**config.mk**
```make
export PLATFORM = sky130hd
export DESIGN_NAME = pipe_ctrl_flat
export DESIGN_NICKNAME = d
export VERILOG_FILES = /design/src/rtl/pipe_ctrl_if.sv /design/src/rtl/pipe_ctrl.sv /design/src/flat_wrapper.sv
export SDC_FILE = /design/constraint.sdc
export NUM_CORES = 1
export LEC_CHECK = 0
export ABC_AREA = 1
export BUFFER_PORTS_ARGS = -buffer_cell sky130_fd_sc_hd__buf_2
export CAP_MARGIN = 30
export CORE_UTILIZATION = 45
export CTS_CLUSTER_DIAMETER = 30
export DETAILED_ROUTE_END_ITERATION = 8
export GPL_ROUTABILITY_DRIVEN = 0
export GPL_TIMING_DRIVEN = 0
export PLACE_DENSITY_LB_ADDON = 0.3
export SYNTH_ARGS = -nofsm -noshare
export SYNTH_HDL_FRONTEND = slang
export SYNTH_SLANG_ARGS = --single-unit
```
**constraint.sdc**
```tcl
create_clock -name clk -period 3.4 [get_ports clk]
set_clock_uncertainty 0.1 [all_clocks]
set_input_delay 0.34 -clock clk [delete_from_list [all_inputs] [get_ports clk]]
set_output_delay 0.34 -clock clk [all_outputs]
set_load 0.02 [all_outputs]
```
**src/rtl/pipe_ctrl_if.sv**
```systemverilog
// Handshake, hazard and buffer-control bundle between the rv32 core and pipe_ctrl.
// master drives the requests; slave (the controller) returns enables, clears and occupancy.
interface pipe_ctrl_if #(
  parameter int NSTAGE = 5,
  parameter int MCW    = 4,
  parameter int FW     = $clog2(NSTAGE)
);
  logic              in_valid;
  logic              in_ready;
  logic              out_valid;
  logic              out_ready;
  logic [NSTAGE-1:0] stall_req;
  logic              flush_req;
  logic [FW-1:0]     flush_stage;
  logic              mc_start;
  logic [MCW-1:0]    mc_cycles;
  logic [NSTAGE-1:0] en;
  logic [NSTAGE-1:0] stage_rst_n;
  logic [NSTAGE-1:0] valid;

  modport master (
    output in_valid, out_ready, stall_req, flush_req, flush_stage, mc_start, mc_cycles,
    input  in_ready, out_valid, en, stage_rst_n, valid
  );

  modport slave (
    input  in_valid, out_ready, stall_req, flush_req, flush_stage, mc_start, mc_cycles,
    output in_ready, out_valid, en, stage_rst_n, valid
  );
endinterface

```
**src/rtl/pipe_ctrl.sv**
```systemverilog
// Occupancy tracker and load-enable / per-stage-clear generator for an rbuffer chain.
// Stage NSTAGE-1 is the entry (youngest) stage, stage 0 the exit (oldest) stage.
module pipe_ctrl #(
  parameter int NSTAGE   = 5,
  parameter int MC_STAGE = 2,
  parameter int MCW      = 4,
  parameter int FW       = $clog2(NSTAGE)
) (
  input  logic        clk,
  input  logic        rst_n,
  pipe_ctrl_if.slave  bus
);

  logic [NSTAGE-1:0] valid_q, valid_d;
  logic [NSTAGE-1:0] fl_q, fl_d;
  logic [MCW-1:0]    mc_cnt_q, mc_cnt_d;

  logic [NSTAGE-1:0] kill;
  logic [NSTAGE-1:0] blk;
  logic [NSTAGE-1:0] hold;
  logic [NSTAGE-1:0] en_core;
  logic [NSTAGE-1:0] upstream;
  logic              mc_busy;
  logic              mc_accept;

  assign mc_busy = (mc_cnt_q != '0);

  for (genvar gi = 0; gi < NSTAGE; gi++) begin : g_stage
    assign kill[gi] = bus.flush_req & (bus.flush_stage <= FW'(gi));

    if (gi == MC_STAGE) begin : g_mc
      assign blk[gi] = bus.stall_req[gi] | mc_busy | fl_q[gi];
    end else begin : g_plain
      assign blk[gi] = bus.stall_req[gi] | fl_q[gi];
    end

    // Backpressure ripples from the exit stage towards the entry stage.
    if (gi == 0) begin : g_exit
      assign hold[gi] = valid_q[gi] & (blk[gi] | ~bus.out_ready);
    end else begin : g_chain
      assign hold[gi] = valid_q[gi] & (blk[gi] | hold[gi-1]);
    end

    assign en_core[gi] = ~hold[gi] & ~fl_q[gi] & ~kill[gi];

    if (gi == NSTAGE - 1) begin : g_entry
      assign upstream[gi] = bus.in_valid;
    end else begin : g_mid
      assign upstream[gi] = valid_q[gi+1] & en_core[gi+1];
    end

    assign valid_d[gi] = kill[gi]    ? 1'b0 :
                         en_core[gi] ? upstream[gi] : valid_q[gi];
  end

  assign fl_d      = kill;
  assign mc_accept = bus.mc_start & valid_q[MC_STAGE] & ~mc_busy & ~kill[MC_STAGE];

  always_comb begin
    mc_cnt_d = mc_cnt_q;
    if (kill[MC_STAGE]) begin
      mc_cnt_d = '0;
    end else if (mc_accept) begin
      mc_cnt_d = bus.mc_cycles;
    end else if (mc_busy) begin
      mc_cnt_d = mc_cnt_q - 1'b1;
    end
  end

  always_ff @(posedge clk or negedge rst_n) begin
    if (!rst_n) begin
      valid_q  <= '0;
      fl_q     <= '0;
      mc_cnt_q <= '0;
    end else begin
      valid_q  <= valid_d;
      fl_q     <= fl_d;
      mc_cnt_q <= mc_cnt_d;
    end
  end

  // While reset is asserted every buffer is held clear and left enabled.
  assign bus.en          = en_core | {NSTAGE{~rst_n}};
  assign bus.in_ready    = bus.en[NSTAGE-1];
  assign bus.out_valid   = valid_q[0] & ~blk[0];
  assign bus.stage_rst_n = {NSTAGE{rst_n}} & ~fl_q;
  assign bus.valid       = valid_q;

endmodule

```
**src/flat_wrapper.sv**
```systemverilog
// flat-port wrapper written by rule: the top's interface ports become plain ports
module pipe_ctrl_flat 
#(
  parameter int NSTAGE   = 5,
  parameter int MC_STAGE = 2,
  parameter int MCW      = 4,
  parameter int FW       = $clog2(NSTAGE)
)
  (clk, rst_n, bus_in_valid, bus_out_ready, bus_stall_req, bus_flush_req, bus_flush_stage, bus_mc_start, bus_mc_cycles, bus_in_ready, bus_out_valid, bus_en, bus_stage_rst_n, bus_valid);
  pipe_ctrl_if #(.NSTAGE(NSTAGE), .MCW(MCW), .FW(FW)) bus_i ();
  input  logic clk;
  input  logic rst_n;
  input wire logic [$bits(bus_i.in_valid)-1:0] bus_in_valid;
  input wire logic [$bits(bus_i.out_ready)-1:0] bus_out_ready;
  input wire logic [$bits(bus_i.stall_req)-1:0] bus_stall_req;
  input wire logic [$bits(bus_i.flush_req)-1:0] bus_flush_req;
  input wire logic [$bits(bus_i.flush_stage)-1:0] bus_flush_stage;
  input wire logic [$bits(bus_i.mc_start)-1:0] bus_mc_start;
  input wire logic [$bits(bus_i.mc_cycles)-1:0] bus_mc_cycles;
  output wire logic [$bits(bus_i.in_ready)-1:0] bus_in_ready;
  output wire logic [$bits(bus_i.out_valid)-1:0] bus_out_valid;
  output wire logic [$bits(bus_i.en)-1:0] bus_en;
  output wire logic [$bits(bus_i.stage_rst_n)-1:0] bus_stage_rst_n;
  output wire logic [$bits(bus_i.valid)-1:0] bus_valid;
  assign bus_i.in_valid = bus_in_valid;
  assign bus_i.out_ready = bus_out_ready;
  assign bus_i.stall_req = bus_stall_req;
  assign bus_i.flush_req = bus_flush_req;
  assign bus_i.flush_stage = bus_flush_stage;
  assign bus_i.mc_start = bus_mc_start;
  assign bus_i.mc_cycles = bus_mc_cycles;
  assign bus_in_ready = bus_i.in_ready;
  assign bus_out_valid = bus_i.out_valid;
  assign bus_en = bus_i.en;
  assign bus_stage_rst_n = bus_i.stage_rst_n;
  assign bus_valid = bus_i.valid;
  pipe_ctrl #(.NSTAGE(NSTAGE), .MC_STAGE(MC_STAGE), .MCW(MCW), .FW(FW)) u_core (.clk(clk), .rst_n(rst_n), .bus(bus_i));
endmodule
```
==> results of run 1 <==
-- cell type report --
cell class                 count  area [um2]
fill                         167         659
multi-input combinational     72         398
sequential                    14         350
timing repair buffer          35         180
inverter                      22        82.6
clock buffer                   4        36.3
tap                           25        31.3
buffer                         1        7.51
-- synthesized netlist by cell type (all sizes together) --
library cell,count
inv,22
nand2,21
nor2,16
dfrtp,14
o21ai,13
nand3,9
nor3,3
a21oi,2
nand4,2
o22ai,2
a211oi,1
buf,1
ha,1
xnor2,1
xor2,1
-- metal layers --
metal,vias up,GRT usage
li1,427,-
met1,368,0.263
met2,22,0.336
met3,5,0.0240
met4,0,0.0909
met5,-,0
-- registers in the layout, indices dropped and copies added (netlist names) --
register          flops
u_core.bus.valid      5
u_core.fl_q           5
u_core.mc_cnt_q       4
-- critical path, delay by kind of cell (launching register included) --
family	cells	cell delay, ps
and+or+nand+nor	9	740
adders and majority gates	1	190
buffers and inverters	3	380
AOI/OAI and AO/OA	1	150
DFF	1	380
-- cell usage in the layout (no fill, tap or decap) --
cell type / n
buf_2: 34
inv_1: 20
nand2_1: 17
nor2_1: 14
dfrtp_1: 14
o21ai_0: 9
nand3_1: 8
nand2_2: 4
o21ai_1: 3
clkbuf_4: 3
nor3_1: 2
inv_2: 2
a21oi_1: 2
o22ai_1: 2
nor2_4: 1
o21ai_4: 1
nor2_2: 1
nand4_1: 1
nand4_4: 1
nand3_2: 1
xnor2_1: 1
nor3_2: 1
xor2_1: 1
a211oi_2: 1
ha_1: 1
buf_4: 1
clkbuf_8: 1
dlygate4sd3_1: 1
-- worst min path at each step --
stage	end	cells past startpoint
after global placement	u_core.fl_q[0]	1
final	u_core.fl_q[3]	2
after global routing	u_core.fl_q[3]	2
after floorplan	u_core.bus.valid[0]	0
after CTS	u_core.fl_q[3]	2
after detailed placement	u_core.bus.valid[0]	1
-- power by group through the flow --
stage | logic (mW) | clock network [mW] | registers (mW)
finish | 0.225 | 0.121 | 0.214
global route | 0.257 | 0.124 | 0.219
CTS | 0.226 | 0.121 | 0.215
detailed placement | 0.224 | 0 | 0.218
global placement | 0.212 | 0 | 0.217
floorplan | 0.163 | 0 | 0.220
-- logic make-up after synthesis --
logic type | after synthesis | share of synthesized area
DFF | 14 | 0.418
AOI/OAI and AO/OA | 18 | 0.133
and+or+nand+nor | 51 | 0.306
adders and majority gates | 1 | 0.0149
xor gates and xnor gates | 2 | 0.0209
buffers and inverters | 23 | 0.107
==> results.md, run 1 <==
* TritonCTS clock tree: yes
* CTS Hold Bufs at 1
* Synth-to-Final Area Change at 29.6%
* Vias in the first global route at between 700 and 800
* CTS Sinks at 14
* DR vias at 822
* Worst hold start: bus_flush_stage[2]
* Fin util at 0.622
* DP HPWL at 1.44 mm
* Met1 Wirelength at 824 um
* Root Driver: clkbuf_4
* Syn_nets at 128
* Place WS at 1140 ps
* VDD IR max at 0.359 mV
* Slew of the pin with the lowest slew margin at 384 ps
* Cell-internal power at 0.353 mW
* Yosys reg bits at 14
* Top cells by area, synth: dfrtp_1, inv_1, nand2_1, nor2_1, o21ai_0
* Cell repeated most along the worst path: nand2_1
* Hold Slack at 153 ps
* Die Width at 45.2 um
* R2r startpoint: u_core.mc_cnt_q[0]
* Slowest CP cell: dfrtp_1
* Finish-stage setup viols at 0
* Drt drc at 0
* Setup slack, reg-to-reg at 1670 ps
* Post-synthesis cell area at 838 um2
* Netlist cell types at 24
* Final Total Pwr at about 0.56 mW
* Fin crit share at 0.755
* DRT Pass-1 Iters at 4
* Maxcap violations at 0
* Combinational power share at 0.402
* I/O Buffers at 34
* Hold Path Class: in2reg
* Clock power share at 0.215
* Share of post-route cells with drive strength above 1 at 0.351
* Htree depth at 1
* Gr usage total at 0.203
* Core area at 1750 um2
* First-pass GRT wire length at ~2.9 mm
* Syn Area/Cell at 7.69 um2
* Minimum clock period at 2570 ps
* CTS max path bufs at 2
* Worst setup margin at 833 ps
* Sequential area share after synthesis at 0.418
* Largest net degree at the start of global routing at 21
* Leak at 0.600 nW
* Critical path's largest stage delay at 380 ps
* Worst-path clk slew at 80 ps
* Crit end category: output pin
* Met3 wire length at roughly 71 um
* Initial antenna violation count at 0
* Setup bufs post-CTS at 0
* Placed Cells at 168
* Share of the synthesized area in the top cell type at 0.418
* DR WL met2 at 885 um
* Max Used Layer: met4
* PostCTS Resize Cnt at 0
* Synthesized instance count at ~110
* Reg power frac at 0.383
* DR iter-0 viols at 12
* Cell Area, Placed at 1040 um2
* Row cnt at 15
* WP data required at 2960 ps
* Critical Path AT at 2130 ps
* Termination of the worst setup path: bus_en[4]
* Chip height at 45.2 um
* Fmax at between 0.3 and 0.4 GHz
* Sw Ratio at 0.369
* Final Instance Area at 1090 um2
* Psw at 0.207 mW
* Hold Vio Cnt, Final at 0
* RSZ-0062 raised after global routing: false
* Worst R2R End: u_core.bus.valid[4]
* Initial core utilization at 0.480
* Io pins at 35
* Finished Layout Cells at 173
* Cell taking the most area after synthesis: dfrtp_1
* Die Area at 2040 um2
* Diode count at 0
* Crit path cell chain: inv_1 -> ha_1 -> nand3_1 -> nor3_1 -> nand2_1 -> nand2_1 -> nand2_1 -> nand2_2 -> nand2_1 -> nand2_2 -> nand2_2 -> o21ai_1 -> buf_4 -> buf_2
* Slew Limit Fails at 0
* R2R cell count at 13
* WL final at 1.81 mm
* Status: completed
* Layout Nets at 168
* Drt via density at 4.75
* Setup tns final at 0 ps
* Routed len/inst at 10.5 um
* Remaining Overflow, GRT at 0
* Power density cells at 516 nW/um2
* Setup crit start kind: flop
* Syn. warnings at 0
* Critical path class: reg2out
* Inserted Clock Buffers at 3
* Critical Path Source: u_core.mc_cnt_q[0]
* ANT nets after route at 0
* Crit Path Max Fanout at 3
* Clock latency on the worst-skew pair at 280 ps
* Max_slew headroom at 0.744
No activity file was read; power rests on OpenSTA's default activity.
==> inputs of run 2 (changes only) <==
==> constraint.sdc (replaced) <==
create_clock -name clk -period 2.7 [get_ports clk]
set_clock_uncertainty 0.1 [all_clocks]
set_input_delay 0.27 -clock clk [delete_from_list [all_inputs] [get_ports clk]]
set_output_delay 0.27 -clock clk [all_outputs]
set_load 0.02 [all_outputs]
==> run 2 against run 1 <==
  * Setup slack got worse by 590 ps
  * Power increased by 26%
  * Flip-flop and latch count unchanged
  * Final area is 0.81% higher
  * Register-to-register slack got worse by 700 ps
  * Sequential power is 26% higher
  * Routed wire length rose by 1.7%
  * Combinational power grew 28%
  * Non-clock buffer count stayed put
  * Critical path type unchanged
  * Critical endpoint unchanged
  * Largest power group unchanged
==> results.md, run 2 (synthesized netlist as in run 1, its figures left out) <==
* Status: completed
* Inserted Clock Buffers at 3
* Row cnt at 15
* Commonest non-fill, non-tap cell in the layout: buf_2
* Initial antenna violation count at 0
* Fin crit share at 0.909
* Fin util at 0.627
* DR iter-0 viols at 10
* First-pass GRT wire length at 2.94 mm
* Setup crit start kind: flop
* Io pins at 35
* Finish-stage setup viols at 0
* Crit Path Max Fanout at 3
* Share of post-route cells with drive strength above 1 at 0.365
* Root Driver: clkbuf_4
* Chip height at about 45 um
* RSZ-0062 raised after global routing: false
* Die Area at around 2000 um2
* Critical Path AT at 2080 ps
* Filler cells at 162
* TritonCTS clock tree: yes
* Remaining Overflow, GRT at 0
* DP HPWL at 1.44 mm
* I/O Buffers at 34
* CTS Sinks at 14
* Setup tns final at 0 ps
* Gr usage total at 0.203
* Crit end category: output pin
* Setup bufs post-CTS at 0
* Commonest non-fill, non-tap cells in the layout: buf_2, inv_1, nand2_1
* Critical path class: reg2out
* VDD IR max at roughly 0.45 mV
* Routed len/inst at around 11 um
* DR vias at between 800 and 900
* Vias in the first global route at 733
* Leak at 0.603 nW
* Max_slew headroom at 0.730
* Initial core utilization at 0.480
* Drt drc at 0
* CTS max path bufs at 2
* Largest net degree at the start of global routing at 21
* Diode count at 0
* Core area at 1750 um2
* Hold Vio Cnt, Final at 0
* Worst-path clk slew at 80 ps
* Maxcap violations at 0
* Fmax at 0.407 GHz
* Power density cells at 647 nW/um2
* DRT Pass-1 Iters at 4
* WL final at 1.84 mm
* ANT nets after route at 0
* Layout Nets at around 170
* Drt via density at 4.73
* Clock latency on the worst-skew pair at 280 ps
* Htree depth at 1
* Minimum clock period at 2450 ps
* Synth-to-Final Area Change at 30.6%
* Slew Limit Fails at 0
* WP data required at 2330 ps
* Setup slack, reg-to-reg at ~970 ps
* Hold Path Class: in2reg
* Die Width at between 40 and 50 um
* Slew of the pin with the lowest slew margin at 404 ps
==> run 2: cell types whose count changed in the layout (fill, tap and decap cells not counted) <==
cell / delta
o21ai_2: +1
nor3_1: -1
o21ai_1: -1
nor3_2: +1
==> run 2: layer usage <==
| metal | wire, um | GRT usage | part of all wire |
|---|---|---|---|
| met1 | 862 | 0.263 | 0.47 |
| met2 | 896 | 0.336 | 0.49 |
| met3 | 66 | 0.0240 | 0.036 |
| met4 | 19 | 0.0909 | 0.010 |
| met5 | 0 | 0 | 0 |
==> run 2: repair_timing <==
item / CTS / global route
gates resized for setup: 0 / 2
endpoints found under the hold margin: 14 / 0
endpoints found under the setup margin: 0 / 1
hold buffers: 1 / 0
==> run 2: power breakdown <==
part	total [mW]	internal, mW	switching (mW)	leakage [nW]
combinational	0.287	0.115	0.172	0.398
clock	0.151	0.0821	0.0686	0.0210
sequential	0.270	0.248	0.0221	0.183
total	0.708	0.445	0.262	0.603
==> run 2: final cells by class <==
cell class | count | area, um2 | share of cell area
Tap cell | 25 | 31.3 | 0.0286
Buffer | 1 | 7.51 | 0.00686
Sequential cell | 14 | 350 | 0.320
Multi-Input combinational cell | 72 | 407 | 0.371
Inverter | 22 | 82.6 | 0.0754
Clock buffer | 4 | 36.3 | 0.0331
Timing Repair Buffer | 35 | 180 | 0.165
==> run 2: path summary, 6_finish.rpt <==
kind,to,depth (start not counted),from
max,bus_en[4],14,u_core.mc_cnt_q[0]
min reg2reg,u_core.mc_cnt_q[2],2,u_core.mc_cnt_q[2]
max reg2reg,u_core.bus.valid[4],13,u_core.mc_cnt_q[0]
min,u_core.fl_q[3],2,bus_flush_stage[2]
max in group asynchronous,u_core.bus.valid[4],2,rst_n
min in group asynchronous,u_core.bus.valid[0],2,rst_n
==> run 2: metrics by stage <==
step / setup WS, ps / instance area (um2) / hold slack (ps) / std cells / total power, mW
2_1_floorplan: 468 / 838 / -126 / 109 / 0.482
3_3_place_gp: 549 / 1040 / 107 / 168 / 0.540
3_5_place_dp: 515 / 1040 / 110 / 168 / 0.556
4_1_cts: 192 / 1090 / 83.4 / 173 / 0.708
5_1_grt: 22.5 / 1090 / 90.7 / 173 / 0.760
6_report: 245 / 1090 / 86.1 / 173 / 0.708
==> run 2: worst max-delay path: stages (launching register included) <==
cell and delay, ps:
dfrtp_1 380, inv_1 100, ha_1 190, nand3_1 130
nor3_2 120, nand2_1 70, nand2_1 90, nand2_1 70
nand2_2 70, nand2_1 60, nand2_2 70, nand2_2 70
o21ai_2 120, buf_4 120, buf_2 150
==> inputs of run 3 (changes only) <==
--- a/config.mk
+++ b/config.mk
@@ -14,6 +14,7 @@
 export GPL_ROUTABILITY_DRIVEN = 0
 export GPL_TIMING_DRIVEN = 0
 export PLACE_DENSITY_LB_ADDON = 0.3
+export RECOVER_POWER = 25
 export SYNTH_ARGS = -nofsm -noshare
 export SYNTH_HDL_FRONTEND = slang
 export SYNTH_SLANG_ARGS = --single-unit
==> run 3 against run 2 <==
  * Utilization shrank 1.2 points
  * Cell count is the same
  * Count of clock-buffer cells in the layout is the same
  * Non-clock buffer count is the same
  * Power shrank 0.29%
  * Sequential power is essentially flat
  * Clock power is essentially flat
  * Setup slack lost 9.8 ps
  * Critical path type unchanged
  * Register-to-register slack lost 70 ps
  * Critical endpoint unchanged
==> results.md, run 3 (synthesized netlist as in run 1, its figures left out) <==
* Slew Limit Fails at 0
* Crit Path Max Fanout at 3
* Critical path's largest stage delay at 380 ps
* Worst-path clk slew at 90 ps
* Layout Nets at between 150 and 200
* WL final at 1.87 mm
* DR iter-0 viols at 14
* Routed len/inst at 10.8 um
* Setup bufs post-CTS at 0
* Worst hold endpoint: u_core.fl_q[0]
* Commonest non-fill, non-tap cells in the layout: buf_2, inv_1, nand2_1
* Hold Vio Cnt, Final at 0
* Synth-to-Final Area Change at 28.1%
* R2r startpoint: u_core.mc_cnt_q[0]
* Core area at 1750 um2
* Initial antenna violation count at 0
* Io pins at 35
* Row cnt at 15
* I/O Buffers at 34
* Cell repeated most along the worst path: nand2_1
* Remaining Overflow, GRT at 0
* TritonCTS clock tree: yes
* Clock latency on the worst-skew pair at 280 ps
* Cell-internal power at 0.444 mW
* Fin crit share at 0.913
* Leak at 0.600 nW
* Max_slew headroom at 0.342
* Gr usage total at 0.203
* Combinational power share at 0.401
* Worst R2R End: u_core.mc_cnt_q[3]
* Worst hold start: bus_flush_stage[0]
* Finish-stage setup viols at 0
* Maxcap violations at 0
* WP data required at 2330 ps
* Largest net degree at the start of global routing at 21
* RSZ-0062 raised after global routing: false
* DR WL met2 at around 900 um
* Hold path cells at 2
* CTS max path bufs at 2
* Vias in the first global route at 733
* Htree depth at 1
* R2R cell count at 8
* Fmax at 0.406 GHz
* Commonest non-fill, non-tap cell in the layout: buf_2
* Clock power share at 0.216
* Die Width at 45.2 um
* Initial core utilization at 0.480
* Reg power frac at 0.383
* Minimum clock period at approximately 2500 ps
* Slowest CP cell: dfrtp_1
* DR vias at 842
* Status: completed
* Met3 wire length at 82 um
* Die Area at 2040 um2
* Power density cells at 657 nW/um2
* CTS Sinks at 14
* Share of post-route cells with drive strength above 1 at 0.345
* VDD IR max at 0.455 mV
* Setup tns final at 0 ps
* Crit end category: output pin
* Hold Path Class: in2reg
* DP HPWL at 1.44 mm
* Drt drc at 0
* Drt via density at 4.87
* Critical Path AT at 2090 ps
* First-pass GRT wire length at 2.94 mm
* Psw at around 0.26 mW
* ANT nets after route at 0
* Met1 Wirelength at 845 um
* Crit path cell chain: inv_1 -> ha_1 -> nand3_1 -> nor3_2 -> nand2_1 -> nand2_1 -> nand2_1 -> nand2_2 -> nand2_1 -> nand2_2 -> nand2_2 -> o21ai_2 -> buf_4 -> buf_2
* DRT Pass-1 Iters at 4
* Max Used Layer: met4
* Chip height at between 40 and 50 um
* Inserted Clock Buffers at 3
* Root Driver: clkbuf_4
* Diode count at 0
* Setup crit start kind: flop
* Slew of the pin with the lowest slew margin at ~980 ps
* Setup slack, reg-to-reg at approximately 900 ps
* Sw Ratio at 0.371
* Critical path class: reg2out
* Fin util at 0.615
run 3: metrics by stage:
stage | total power, mW | hold slack, ps | std cells | area, um2 | setup slack, ps
2_1_floorplan | 0.482 | -126 | 109 | 838 | 468
6_report | 0.706 | 96.6 | 173 | 1070 | 235
3_3_place_gp | 0.540 | 107 | 168 | 1040 | 549
3_5_place_dp | 0.556 | 110 | 168 | 1040 | 515
5_1_grt | 0.756 | 124 | 173 | 1070 | 22.5
4_1_cts | 0.708 | 83.4 | 173 | 1090 | 192
run 3: worst max-delay path, delay by kind of cell (launching register included):
family	cells	cell delay, ps
buf+inv	3	370
fa+ha+maj	1	190
compound gates	1	120
flops	1	380
simple gates	9	750
run 3: routing by layer:
metal,up-vias,track usage
met2,26,0.336
li1,428,-
met4,0,0.0909
met1,383,0.263
met3,5,0.0240
met5,-,0
run 3: final cells by class:
| class | count | area, um2 |
|---|---|---|
| flip-flops and latches | 14 | 350 |
| multi-input cells | 72 | 385 |
| well taps | 25 | 31.3 |
| inverters | 22 | 82.6 |
| repair buffers | 35 | 180 |
| plain buffers | 1 | 7.51 |
| fillers | 164 | 672 |
| clock buffers | 4 | 36.3 |
run 3: power by group through the flow:
stage | Sequential, mW | Clock (mW) | Combinational (mW)
after floorplan | 0.277 | 0 | 0.205
after global placement | 0.273 | 0 | 0.267
after detailed placement | 0.275 | 0 | 0.282
after CTS | 0.270 | 0.152 | 0.285
after global routing | 0.276 | 0.157 | 0.323
final | 0.270 | 0.153 | 0.283
run 3: worst max path at each step:
stage / startpoint / endpoint / slack, ps / depth (start not counted)
2_1_floorplan: u_core.mc_cnt_q[0] / bus_en[4] / 470 / 13
3_3_place_gp: u_core.mc_cnt_q[0] / bus_en[4] / 550 / 14
3_5_place_dp: u_core.mc_cnt_q[0] / bus_en[4] / 510 / 14
4_1_cts: u_core.mc_cnt_q[0] / bus_en[4] / 190 / 14
5_1_grt: u_core.mc_cnt_q[0] / bus_en[4] / 20 / 14
6_report: u_core.mc_cnt_q[0] / bus_en[4] / 240 / 14
run 3: what timing repair did:
item | 4_1_cts | 5_1_grt
resized for setup | 0 | 2
endpoints found under the hold margin | 14 | 0
setup endpoints to repair | 0 | 1
hold buffers | 1 | 0
